File: config.mk
export PLATFORM = sky130hd
export DESIGN_NAME = button_pulse_conditioner
export DESIGN_NICKNAME = d
export VERILOG_FILES = /design/src/rtl/button_pulse_conditioner.sv
export SDC_FILE = /design/constraint.sdc
export NUM_CORES = 1
export LEC_CHECK = 0
export BUFFER_PORTS_ARGS = -buffer_cell sky130_fd_sc_hd__buf_2
export CAP_MARGIN = 25
export CORE_UTILIZATION = 55
export DETAILED_ROUTE_END_ITERATION = 6
export GPL_ROUTABILITY_DRIVEN = 0
export PLACE_DENSITY = 0.79
export SLEW_MARGIN = 10
export SYNTH_ARGS = -nofsm -noshare
export SYNTH_HDL_FRONTEND = slang
export SYNTH_SLANG_ARGS = --single-unit
export TNS_END_PERCENT = 5
File: constraint.sdc
create_clock -name clk -period 3.05 [get_ports clk]
set_clock_uncertainty 0.2 [all_clocks]
set_input_delay 0.305 -clock clk [delete_from_list [all_inputs] [get_ports clk]]
set_output_delay 0.305 -clock clk [all_outputs]
set_load 0.01 [all_outputs]
File: src/rtl/button_pulse_conditioner.sv
// Four-button front end: two-FF sync, per-button debounce, press-edge detect and a
// one-key-at-a-time gate. Define BTN_ACTIVE_LOW_EN for buttons that pull low when pressed.
module button_pulse_conditioner #(
  parameter int DEBOUNCE_CYCLES = 500000,
  parameter int CNT_W           = 19
) (
  input  logic       clk,
  input  logic       reset,
  input  logic [3:0] btn_raw,
  output logic       pulse_b1,
  output logic       pulse_b2,
  output logic       pulse_b3,
  output logic       pulse_b4,
  output logic       key_valid,
  output logic [1:0] key_code,
  output logic       multi_press,
  output logic       any_held
);

  localparam logic [CNT_W-1:0] CNT_LAST = CNT_W'(DEBOUNCE_CYCLES - 1);

  typedef enum logic {
    S_IDLE,
    S_HELD
  } state_t;

  logic [3:0]       w_btn;
  logic [3:0]       r_s1;
  logic [3:0]       r_s2;
  logic [3:0]       r_stable;
  logic [3:0]       w_stable_nxt;
  logic [3:0]       w_press;
  logic [CNT_W-1:0] r_cnt [4];
  logic [CNT_W-1:0] w_cnt_nxt [4];
  logic             w_single;
  logic             w_multi;
  logic [1:0]       w_idx;
  state_t           r_state;
  logic [3:0]       r_pulse;
  logic             r_key_valid;
  logic [1:0]       r_key_code;
  logic             r_multi;
  logic             r_any_held;

`ifdef BTN_ACTIVE_LOW_EN
  assign w_btn = ~btn_raw;
`else
  assign w_btn = btn_raw;
`endif

  // Stage: two-flop synchroniser; reset value means "released"
  always_ff @(posedge clk) begin
    if (reset) begin
      r_s1 <= 4'd0;
      r_s2 <= 4'd0;
    end else begin
      r_s1 <= w_btn;
      r_s2 <= r_s1;
    end
  end

  // A level is accepted only after DEBOUNCE_CYCLES consecutive disagreeing samples
  always_comb begin
    w_stable_nxt = r_stable;
    for (int i = 0; i < 4; i++) begin
      w_cnt_nxt[i] = r_cnt[i];
      if (r_s2[i] == r_stable[i]) begin
        w_cnt_nxt[i] = '0;
      end else if (r_cnt[i] == CNT_LAST) begin
        w_stable_nxt[i] = r_s2[i];
        w_cnt_nxt[i]    = '0;
      end else begin
        w_cnt_nxt[i] = r_cnt[i] + CNT_W'(1);
      end
    end
  end

  assign w_press  = w_stable_nxt & ~r_stable;
  assign w_single = (w_press != 4'd0) && ((w_press & (w_press - 4'd1)) == 4'd0);
  assign w_multi  = (w_press != 4'd0) && !w_single;

  always_comb begin
    w_idx = 2'd0;
    for (int i = 0; i < 4; i++) begin
      if (w_press[i]) w_idx = 2'(i);
    end
  end

  // Stage: debounce state
  always_ff @(posedge clk) begin
    if (reset) begin
      for (int i = 0; i < 4; i++) r_cnt[i] <= '0;
      r_stable   <= 4'd0;
      r_any_held <= 1'b0;
    end else begin
      for (int i = 0; i < 4; i++) r_cnt[i] <= w_cnt_nxt[i];
      r_stable   <= w_stable_nxt;
      r_any_held <= |w_stable_nxt;
    end
  end

  // Stage: key FSM; HELD waits for every debounced level to drop before re-arming
  always_ff @(posedge clk) begin
    if (reset) begin
      r_state     <= S_IDLE;
      r_pulse     <= 4'd0;
      r_key_valid <= 1'b0;
      r_key_code  <= 2'd0;
      r_multi     <= 1'b0;
    end else begin
      r_pulse     <= 4'd0;
      r_key_valid <= 1'b0;
      r_multi     <= 1'b0;
      case (r_state)
        S_IDLE: begin
          if (w_single) begin
            r_pulse     <= w_press;
            r_key_valid <= 1'b1;
            r_key_code  <= w_idx;
            r_state     <= S_HELD;
          end else if (w_multi) begin
            r_multi <= 1'b1;
            r_state <= S_HELD;
          end
        end
        S_HELD: begin
          if (r_stable == 4'd0) r_state <= S_IDLE;
        end
        default: r_state <= S_IDLE;
      endcase
    end
  end

  assign pulse_b1    = r_pulse[0];
  assign pulse_b2    = r_pulse[1];
  assign pulse_b3    = r_pulse[2];
  assign pulse_b4    = r_pulse[3];
  assign key_valid   = r_key_valid;
  assign key_code    = r_key_code;
  assign multi_press = r_multi;
  assign any_held    = r_any_held;

endmodule

# == Word-level counts from Yosys, hierarchy flattened ==
# Memories as Yosys holds them, arrays and structs flattened.
# Cells that the tools add are included.
# totals
regBits,22
ramBits,76
inputBits,6
output_inout_bits,9
wordCells,74
mem_count,1
# classes
addsub,5
eq_ne,8
muxes,31
n_bitwise,9
reduce_logical,11
# memory_table
name,depth,width,rd,rd_clocked_by_memory_dff,write_ports,line,text
r_cnt,4,19,4,0,4,33,logic [CNT_W-1:0] r_cnt [4];
# ops
cell,n
$mux 19,12
$add 19x1->19 const B,4
$eq 19x19->1 const B,4
$mux 1,16
$and 4x4->4,2
$logic_not 4->1,2
$reduce_or 3->1,2
$eq 1x1->1,4
$mux 2,2
$not 4->4,1
$or 1x1->1,4
$reduce_bool 4->1,1
$reduce_or 4->1,1
$sub 4x1->4 const B,1
$logic_and 1x1->1,2
$not 1->1,2
$pmux 1 s2,1
$reduce_and 2->1,1
$reduce_or 2->1,1
$logic_not 1->1,1

# == Depth between registers and ports, before layout ==
# An unclocked memory read counts as a cell.
# logic_depth
depth_word,14
ltp_mapped,8
depth_no_buf,7

# == Least setup slack after synthesis ==
# Ideal clock, no wire load.
# synth_path
kind,register -> register
start,mem r_cnt[2][10]
end,mem r_cnt[2][13]
setup_time_ns,0.115
arrival_time_ns,2.003
required_ns,2.735
slack_ns,0.732
stages_incl_launch_ff,8
n_path_buf,2
synth_period_minus_slack_ns,2.318
path_cell_list,dfxtp_1 or4_1 or3_4 nor4_1 or3_1 buf_4 buf_6 nor2_1
# synth_lines
element,line
"start, declared",33

==> impl_results.md <==
* WP buf/inv at 1
* Met3 wire length at 260 um
* Setup CP Type: flop to flop
* ANT nets after route at 0
* Flop2flop setup slack at slightly below 600 ps
* H-tree Lvls at 3
* Top Layer Used: met4
* Status: complete, no violations
* Metal-1 WL at 3.45 mm
* Number of synthesized flops with an enable pin at 0
* Crit end category: flop
* Mapped Area at between 4000 and 5000 um2
* Dpl cell area at 4330 um2
* NumNets Final at 499
* Hold Vio Cnt, Final at 0
* Core Region at 7290 um2
* Startpoint Class: flop
* Via/cell ratio at 5.28
* Routed wire length on met2 at 3.63 mm
* Clk_lat worst skew at 350 ps
* Die Ht at 89.0 um
* Post-Layout Inst Area at roughly 4600 um2
* Crit path max fanout at 19
* PwrDens at 490 nW/um2
* Max_cap viols at 0
* Placed Instances at 573
* DR pass1 iterations at 4
* Ordered list of cells on the worst path: ha_1, nand4_1, or3_4, nor4_1, or3_1, buf_4, nor2_1
* Cts bufs inserted at 9
* Critical path's slowest cell: or3_4
* Setup TNS at 0 ps
* Die area at 7930 um2
* Via count at 3124
* LEAKAGE at 1.56 nW
* Top FF cell, synth: dfxtp_1
* All-Layer GR Usage at 20.5%
* Initial core utilization at between 50% and 60%
* Vias in the first global route at about 2.8k
* IO buf count at 14
* Fmax at a little over 400 MHz
* Hold Crit Depth at 2
* Worst Hold Margin at approximately 170 ps
* Synth area leaders: dfxtp_1, nor2_1, xor2_1
* Final Non-Filler Cells at 592
* Number of synthesized register bits at 98
* Initial antenna violation count at 0
* Worst Path Required at 3090 ps
* Share of cells above drive strength 1 at 8.72%
* Yosys warns at 0
* Antenna Diode Count at 0
* R2r worst-path depth at 7
* Final number of setup-violating endpoints at 0
* RSZ-0062 raised after global routing: false
* Syn avg cell area at around 8.9 um2
* Yosys top cell area share at between 40% and 50%
* CTS Sinks at 98
* Critical path's largest stage delay at 460 ps
* Detailed placement HPWL at 5.16 mm
* Post-DR wirelength/cell at 12.5 um
* Seq/Total Area, Yosys at 47.1%
* CTS tree: done
* Slew @ Worst Pin at 621 ps
* First-pass GRT wire length at between 10 and 15 mm
* Min Tclk post-route at approximately 2500 ps
* Post-Syn Nets at about 480
* Synthesis-to-finish area growth at 10.2%
* CP top delay family: simple AND/OR/NAND/NOR gates
* Die width at 89.0 um
* Total Routed Length at 7.40 mm
* Cells after synthesis at ~470
* Final slew viol count at 0
* CTS Root Cell: clkbuf_8
* Power Total at 2.25 mW
* Clk slew on worst S/H paths at 90 ps
* DRC at 0
* Period Utilization, post-route at 81.0%
* Leading area contributor after synthesis: dfxtp_1
* HP Class: primary input to flop
* Postcts setup bufs at 0
* FFs w/ async S/R, synth at 0%
* Rows at 31
* I/O Pins at 15
* Crit path DAT at ~2500 ps
* Number of logic stages on the critical path including buffering at 7
* Gr ovfl total at 0
* Largest net degree at the start of global routing at 24
* Relative slew slack at between 50% and 60%
* Number of DRC markers in iteration 0 at 135
* Clock Tree Buf Depth at 2
* Peak supply drop at 302 uV
* Post-synthesis cell type count at 50
[flip-flops by register name (all words and copies together), names as in the netlist]
register,cells
r_s2,4
r_pulse,4
r_cnt,76
multi_press,1
key_valid,1
key_code,2
r_state,1
any_held,1
r_s1,4
r_stable,4
[logic make-up after synthesis]
family,after synthesis,synth area share [%]
AO/OA/AOI/OAI,16,3.00
XOR/XNOR,73,15.3
adder cells (fa/ha/maj),5,1.44
buffers and inverters,21,2.16
flip-flops,98,47.1
multiplexers,4,0.961
AND/OR/NAND/NOR,252,30.0
[worst register-to-register path, delay by kind of cell, from the launching register on]
family                     cells  cell delay, ps
and+or+nand+nor                5            1350
DFF                            1             380
buffers and inverters          1             220
adders and majority gates      1             210
[placed cells by master (no fill, tap or decap), types with 6 or more instances in the layout]
cell / instances
nor2_1: 108
dfxtp_1: 98
xor2_1: 40
nand3_1: 33
xnor2_1: 33
nand2_1: 27
and3_1: 15
buf_2: 14
nand4_1: 13
clkbuf_8: 11
nor2b_1: 10
inv_1: 9
nor3_1: 9
or3_1: 6
[routing by layer]
metal	track usage, %	vias up
met2	34.6	40
met1	24.6	1467
met3	6.46	4
met5	0	-
li1	-	1613
met4	7.50	0
[cell type report]
cell class | count | area, um2
fill | 636 | 2700
multi-input combinational | 350 | 2110
sequential | 98 | 1960
clock buffer | 11 | 151
timing repair buffer | 21 | 133
tap | 99 | 124
clock inverter | 4 | 73.8
inverter | 9 | 33.8
[report_power, final]
group          switching [mW]  total [mW]  internal (mW)
Clock                   0.426       0.930          0.504
Combinational          0.0168      0.0291         0.0123
Sequential            0.00400        1.29           1.28
[repair_timing]
action | 4_1_cts | 5_1_grt
setup endpoints to repair | 0 | 0
endpoints found under the hold margin | 4 | 0
hold buffers | 4 | 0
resized for setup | 0 | 0
[through the flow]
stage / setup slack (ps) / util [%]
CTS: 550 / 63.0
global placement: 653 / 59.3
finish: 579 / 63.0
floorplan: 732 / -
global route: 413 / 63.0
detailed placement: 578 / 59.3
[synth_stat cells, types with 4 or more instances]
cell type / number
dfxtp_1: 98
mux2i_1: 4
nor3_1: 9
nand2_1: 27
ha_1: 4
nor4_1: 4
nor2b_1: 10
or3_1: 6
a21oi_1: 4
nand4_1: 13
nor4b_1: 4
inv_1: 9
xnor2_1: 33
nand3_1: 33
and3_1: 15
clkbuf_1: 8
xor2_1: 40
nor2_1: 108
[final timing paths]
check	startpoint	to
worst max-delay path	r_cnt[2][0]	r_cnt[2][11]
worst max register to register	r_cnt[2][0]	r_cnt[2][11]
worst min register to register	r_s1[0]	r_s2[0]
worst min-delay path	reset	r_stable[1]
No activity file was read; power rests on OpenSTA's default activity.
